<file path="config.mk">
export PLATFORM = sky130hd
export DESIGN_NAME = select_neighbors_win
export DESIGN_NICKNAME = d
export VERILOG_FILES = /design/src/rtl/select_neighbors_win.sv
export SDC_FILE = /design/constraint.sdc
export NUM_CORES = 2
export LEC_CHECK = 0
export CAP_MARGIN = 20
export CORE_AREA = 4 4 335 337
export DETAILED_ROUTE_END_ITERATION = 16
export DIE_AREA = 0 0 339 341
export MAX_ROUTING_LAYER = met4
export SLEW_MARGIN = 30
export SYNTH_ARGS = -nofsm -noshare
export SYNTH_HDL_FRONTEND = slang
export SYNTH_SLANG_ARGS = --single-unit
</file>
<file path="constraint.sdc">
create_clock -name clk -period 44.2 [get_ports clk]
set_input_delay 8.84 -clock clk [delete_from_list [all_inputs] [get_ports clk]]
set_output_delay 8.84 -clock clk [all_outputs]
set_load 0.005 [all_outputs]
</file>
<file path="src/rtl/select_neighbors_win.sv">
// Scans a latched snapshot one slot per cycle, writing in-window candidates as {payload, age}; done after DEPTH+1 cycles unstalled.
// Backpressure: a qualifying slot holds (no drop) while fifo_full is high; rejected slots never wait on the FIFO.
module select_neighbors_win #(
    parameter int DEPTH   = 16,
    parameter int T_WIDTH = 16,
    parameter int P_WIDTH = 32,
    parameter int DT_MAX  = 1024,
    parameter int MAX_OUT = 16,
    parameter int ORDER   = 0
) (
    input  logic                         clk,
    input  logic                         rst,
    input  logic                         in_valid,
    output logic                         in_ready,
    input  logic [DEPTH-1:0]             cand_valid,
    input  logic [DEPTH*T_WIDTH-1:0]     cand_t,
    input  logic [DEPTH*P_WIDTH-1:0]     cand_payload,
    input  logic [T_WIDTH-1:0]           t_now,
    output logic                         fifo_wr_en,
    output logic [P_WIDTH+T_WIDTH-1:0]   fifo_din,
    input  logic                         fifo_full,
    output logic                         busy,
    output logic                         done,
    output logic [$clog2(MAX_OUT+1)-1:0] sel_count
);
    localparam int IW = $clog2(DEPTH);
    localparam int CW = $clog2(MAX_OUT + 1);
    localparam logic [IW-1:0]      IDX_FIRST = (ORDER == 1) ? IW'(DEPTH - 1) : IW'(0);
    localparam logic [IW-1:0]      IDX_LAST  = (ORDER == 1) ? IW'(0) : IW'(DEPTH - 1);
    localparam logic [CW-1:0]      CNT_MAX   = CW'(MAX_OUT);
    localparam logic [T_WIDTH-1:0] DT_LIM    = T_WIDTH'(DT_MAX);

    typedef enum logic [1:0] {IDLE, SCAN, DONE} state_t;

    state_t                     state_q, state_d;
    logic [DEPTH-1:0]           valid_q;
    logic [DEPTH*T_WIDTH-1:0]   t_q;
    logic [DEPTH*P_WIDTH-1:0]   pay_q;
    logic [T_WIDTH-1:0]         tnow_q;
    logic [IW-1:0]              idx_q, idx_d;
    logic [CW-1:0]              cnt_q, cnt_d;
    logic                       load;

    logic [T_WIDTH-1:0]         cur_t;
    logic [P_WIDTH-1:0]         cur_p;
    logic [T_WIDTH-1:0]         age;
    logic                       qual;
    logic                       wr;

    // Subtraction on T_WIDTH bits gives the modular age, so wrap-around needs no special case.
    assign cur_t = t_q[idx_q*T_WIDTH +: T_WIDTH];
    assign cur_p = pay_q[idx_q*P_WIDTH +: P_WIDTH];
    assign age   = tnow_q - cur_t;
    assign qual  = valid_q[idx_q] && (age <= DT_LIM);
    assign wr    = (state_q == SCAN) && qual && !fifo_full;

    assign in_ready   = (state_q == IDLE) && !rst;
    assign busy       = (state_q == SCAN);
    assign done       = (state_q == DONE);
    assign sel_count  = cnt_q;
    assign fifo_wr_en = wr;
    assign fifo_din   = wr ? {cur_p, age} : '0;

    always_comb begin
        state_d = state_q;
        idx_d   = idx_q;
        cnt_d   = cnt_q;
        load    = 1'b0;
        unique case (state_q)
            IDLE: begin
                if (in_valid) begin
                    load    = 1'b1;
                    idx_d   = IDX_FIRST;
                    cnt_d   = '0;
                    state_d = SCAN;
                end
            end
            SCAN: begin
                // A qualifying slot blocked by fifo_full stays put; everything else advances.
                if (!qual || !fifo_full) begin
                    if (qual) begin
                        cnt_d = cnt_q + CW'(1);
                    end
                    if ((idx_q == IDX_LAST) || (qual && (cnt_d == CNT_MAX))) begin
                        state_d = DONE;
                    end else if (ORDER == 1) begin
                        idx_d = idx_q - IW'(1);
                    end else begin
                        idx_d = idx_q + IW'(1);
                    end
                end
            end
            DONE: begin
                state_d = IDLE;
            end
            default: begin
                state_d = IDLE;
            end
        endcase
    end

    always_ff @(posedge clk or posedge rst) begin
        if (rst) begin
            state_q <= IDLE;
            idx_q   <= '0;
            cnt_q   <= '0;
            valid_q <= '0;
            t_q     <= '0;
            pay_q   <= '0;
            tnow_q  <= '0;
        end else begin
            state_q <= state_d;
            idx_q   <= idx_d;
            cnt_q   <= cnt_d;
            if (load) begin
                valid_q <= cand_valid;
                t_q     <= cand_t;
                pay_q   <= cand_payload;
                tnow_q  <= t_now;
            end
        end
    end
endmodule

</file>
# Word-level counts from Yosys, hierarchy flattened
# Index checks and enable logic that the tools add are counted.
# word_totals
elab_cells	56
inputBits	804
regBits	811
# op_classes
magnitude_cmp	2
muxes	19
n_addsub	3
eq_ne	8
n_shift	2
n_reduce_logical	15
# op_table
operator	n
512-bit by 10-bit variable part select with 32-bit output	1
256-bit by 9-bit variable part select with 16-bit output	1
48-bit two-way mux	1
5-bit two-way mux	5
16-bit by 11-bit <= comparator with 1-bit output (second input constant)	1
16-bit subtractor	1
4-bit two-way mux	3
5-bit case mux with 2 select lines	1
4-bit case mux with 2 select lines	1
2-bit two-way mux	3
3-bit AND reduction	2
5-bit by 1-bit adder with 5-bit output (second input constant)	1
5-bit == test (second input constant)	1
1-bit logical AND	5
4-bit by 5-bit < comparator with 1-bit output (second input constant)	1
4-bit by 1-bit adder with 4-bit output (second input constant)	1
1-bit binary-select mux with 4-bit select	1
4-bit == test (second input constant)	1
2-bit by 1-bit inequality test with 1-bit output (second input constant)	2
2-bit inequality test (second input constant)	2
2-bit case mux with 2 select lines	1
4-bit AND reduction	1
1-bit logical NOT	3
1-bit two-way mux	3
other kinds (5)	6

# Longest topological paths before layout
# depth
word_depth	14
depth_mapped	18
ltp_nobuf	13

# Least setup slack after synthesis
# No wires, ideal clock.
# synth_timing
path_kind	input -> output
start	input fifo_full
end	output fifo_din[8]
cell_stages	4
t_required_ns	35.360
slack_ns	25.655
t_arrival_ns	9.705
path_cell_list	nor2_1 -> nand4_1 -> clkbuf_1 -> nor4_1
# synth_between
elab_chain_len	3
# synth_lines
item	line_no	text
start, declared	21	input logic fifo_full,
1-bit logical NOT	55	assign wr = (state_q == SCAN) && qual && !fifo_full;
1-bit logical AND	55	
48-bit two-way mux	62	assign fifo_din = wr ? {cur_p, age} : '0;
end, declared	20	output logic [P_WIDTH+T_WIDTH-1:0] fifo_din,
# No other way between the ends.

# Worst setup path after layout
# layout_timing
start	input fifo_full
end	output fifo_din[32]
# Same word-level chain as after synthesis.

==> flow_summary.toml <==
[timing]
finalSetupTns_ns = 0
tightest_slew_ns = 0.981
final_hold_viol_count = 0
rsz0062_at_grt = "false"
relSlewSlack_pct = 34.6
finalSetupViolations = 0
fin_skew_ns = 0.0380
clock.fmax_mhz = 49.4
period_minus_slack_ns = 20.26
final-max-slew-violation-count = 0
fin_ws_ns = 23.94
fin_crit_sh_pct = 45.8

[setup_path]
crit_path_start_kind = "primary input"
r2r_start = "idx_q[0]"
worst_path_max_delay_cell = "clkdlybuf4s50_1"
cp.required_ns = 35.36
cp_common_cell = "clkdlybuf4s50_1"
path_max_fanout = 36
cpPeakStageDelay_ns = 0.54
worstSetupEndpointType = "primary output"
reg2reg_depth = 15
critical_path_class = "primary input to primary output"
crit_arrival_ns = 11.42
path_cells = "clkdlybuf4s50_1 -> nor2_1 -> nand4_1 -> buf_4 -> nor2b_1 -> clkdlybuf4s50_1"
worstReg2RegEnd = "sel_count[0]"
r2r_slack_ns = 37.89

[routing]
wl_per_cell_um = 23.3
drt-total-wl_mm = 145
vias = 30754
via_per_inst = 4.94
drt_iter0_markers = 2673
antenna_left = 0
remaining_drc_errors = 0
drt-pass1-iter-count = 7

[yosys]
ys_seq_elements = 811
synth_xor_area_share_pct = 0.235
synthArstFlopShare_pct = 100
ys_seq_area_share_pct = 54.4
yosysTopAreaCellShare_pct = 54.4
synth_top_area_cell = "dfrtp_1"
synth_top_family_by_area = "simple AND/OR/NAND/NOR gates"
syn-cell-area_um2 = 37300
ys_top_cells_by_area = "dfrtp_1, nand2_1, mux4_2"
synth_fa_ha_area_share_pct = 0.624
synth_edf_count = 0
ys_dominant_reg_cell = "dfrtp_1"
synthMuxAreaShare_pct = 14.8
netlist_instances = 3944
ys_warn_count = 0
avgSynthCellArea_um2 = 9.46
synth_compound_gate_area_share_pct = 1.27
synth_simple_gate_area_share_pct = 25.8
synth.distinct_cells = 56

[global_route]
antenna_found_initial = 58
overflow = 0
track_usage_pct = 25.3
grt_pass1_wl_mm = 211
grt_pass1_vias = 31032
grt_max_degree = 241

[floorplanning]
row_count = 121
pin_count = 861
coreArea_um2 = 109000
initial_core_util_pct = 34.3
fp.dieH_um = 341
die_w_um = 339
dieArea_um2 = 116000

[place]
pre_cts_ws_ns = 24.01
dp_hpwl_mm = 106
port_buffers = 855
place_congestion = 0.912
place_area_um2 = 47100

[clock_network]
htreeDepth = 3
cts_tree = "yes"
cts-resized-gates = 0
clk_pin_slew_ns = 0.05
clock-root-buffer = "clkbuf_16"
cts_buffer_depth = 3
clk_latency_ns = 0.68
postCtsHoldBufs = 0
clock_sinks = 811
cts_made_buffers = 93
post_cts_buffers = 0

[final_layout]
layout_commonest_cell = "nand2_1"
final_net_count = 5508
final_cell_mix = "nand2_1, clkdlybuf4s50_1, dfrtp_1"
utilization_pct = 46.5
final_cell_area_um2 = 50600
fillerInstances = 10278
seqCellArea_um2 = 20300
multi_input_area_um2 = 16000
layout-drive-gt1-share_pct = 9.47
syn2layout_area_growth_pct = 35.5

[pwr]
leakagePower_nw = 24.3
p_int_mw = 2.25
swShare_pct = 37.4
pwr-share-comb_pct = 40.9
p_sw_mw = 1.34
p_seq_share_pct = 36.3
power_frac_clock_pct = 22.7
ir_drop_v = 0.0000394
pwr_density_cell_nw_per_um2 = 71.1

[flow_run]
cap_violations = 0

[hold_path]
min_delay_path_depth = 2
holdCritPathClass = "register to register"
hold_start = "pay_q[480]"
worst_hold_path.endpoint = "pay_q[480]"

[status]
status = "complete, no violations"
-- worst max-delay path by stage --
stage	end	slack, ns	startpoint	depth (start not counted)
after floorplan	idx_q[0]	12.58	rst	1
after global placement	fifo_din[39]	24.06	fifo_full	6
after detailed placement	fifo_din[32]	24.01	fifo_full	6
after CTS	fifo_din[32]	24.00	fifo_full	6
after global routing	fifo_din[38]	23.86	fifo_full	6
final	fifo_din[32]	23.94	fifo_full	6
-- power by group through the flow --
stage / Clock (mW) / Combinational, mW / Sequential [mW]
after floorplan: 0 / 1.05 / 1.22
after global placement: 0 / 1.44 / 1.30
after detailed placement: 0 / 1.47 / 1.31
after CTS: 0.833 / 1.47 / 1.30
after global routing: 0.863 / 1.62 / 1.34
final: 0.818 / 1.47 / 1.31
-- through the flow --
stage / hold slack, ns / std cells / power [mW]
4_1_cts: 0.471 / 6174 / 3.61
6_report: 0.467 / 6230 / 3.60
5_1_grt: 0.486 / 6225 / 3.82
3_5_place_dp: 0.457 / 6002 / 2.78
2_1_floorplan: 0.440 / 3948 / 2.26
3_3_place_gp: 0.451 / 6001 / 2.74
-- synthesized netlist by cell type, drive strengths merged, types with 3 or more instances --
cell type and n:
inv 26, a21o 5, nor2 23, o31ai 3
a31oi 8, a31o 3, nand4 3, nand2 2416
and2 3, and3 3, xnor2 5, nand3 10
ha 17, nor2b 33, clkbuf 205, o211ai 3
mux2i 3, xor2 5, buf 42, nor3 6
dfrtp 811, mux4 244, o21ai 13, a21oi 12
nand2b 6
-- flip-flops by register name (all words and copies together) (netlist names) --
signal and flops:
idx_q 4, t_q 256, pay_q 512, state_q 2, tnow_q 16, valid_q 16
sel_count 5
-- routing by layer --
| metal | global-route usage (%) | vias to the layer above | part of all wire (%) |
|---|---|---|---|
| met2 | 39.6 | 1059 | 48 |
| met5 | - | - | 0 |
| li1 | - | 14169 | - |
| met1 | 31.6 | 15324 | 41 |
| met4 | 10.3 | 0 | 3.6 |
| met3 | 5.99 | 202 | 7.1 |
-- cells by family after synthesis --
family / after synthesis
flops: 811
xor+xnor: 10
other cells: 1
mux: 248
buf+inv: 273
fa+ha+maj: 18
simple gates: 2517
compound gates: 66
-- cell type report --
cell class                 instances  share of cell area, %
inverter                          26                  0.218
clock inverter                    38                   1.03
sequential                       811                   40.2
multi-input combinational       2864                   31.6
antenna                           53                  0.262
timing repair buffer             890                   17.8
tap                             1414                   3.50
clock buffer                     134                   5.40
-- critical path: cells and delay by family --
kind	cells	cell delay, ns
simple gates	3	0.94
buf+inv	3	1.56
Power figures use the tool's default switching activity.
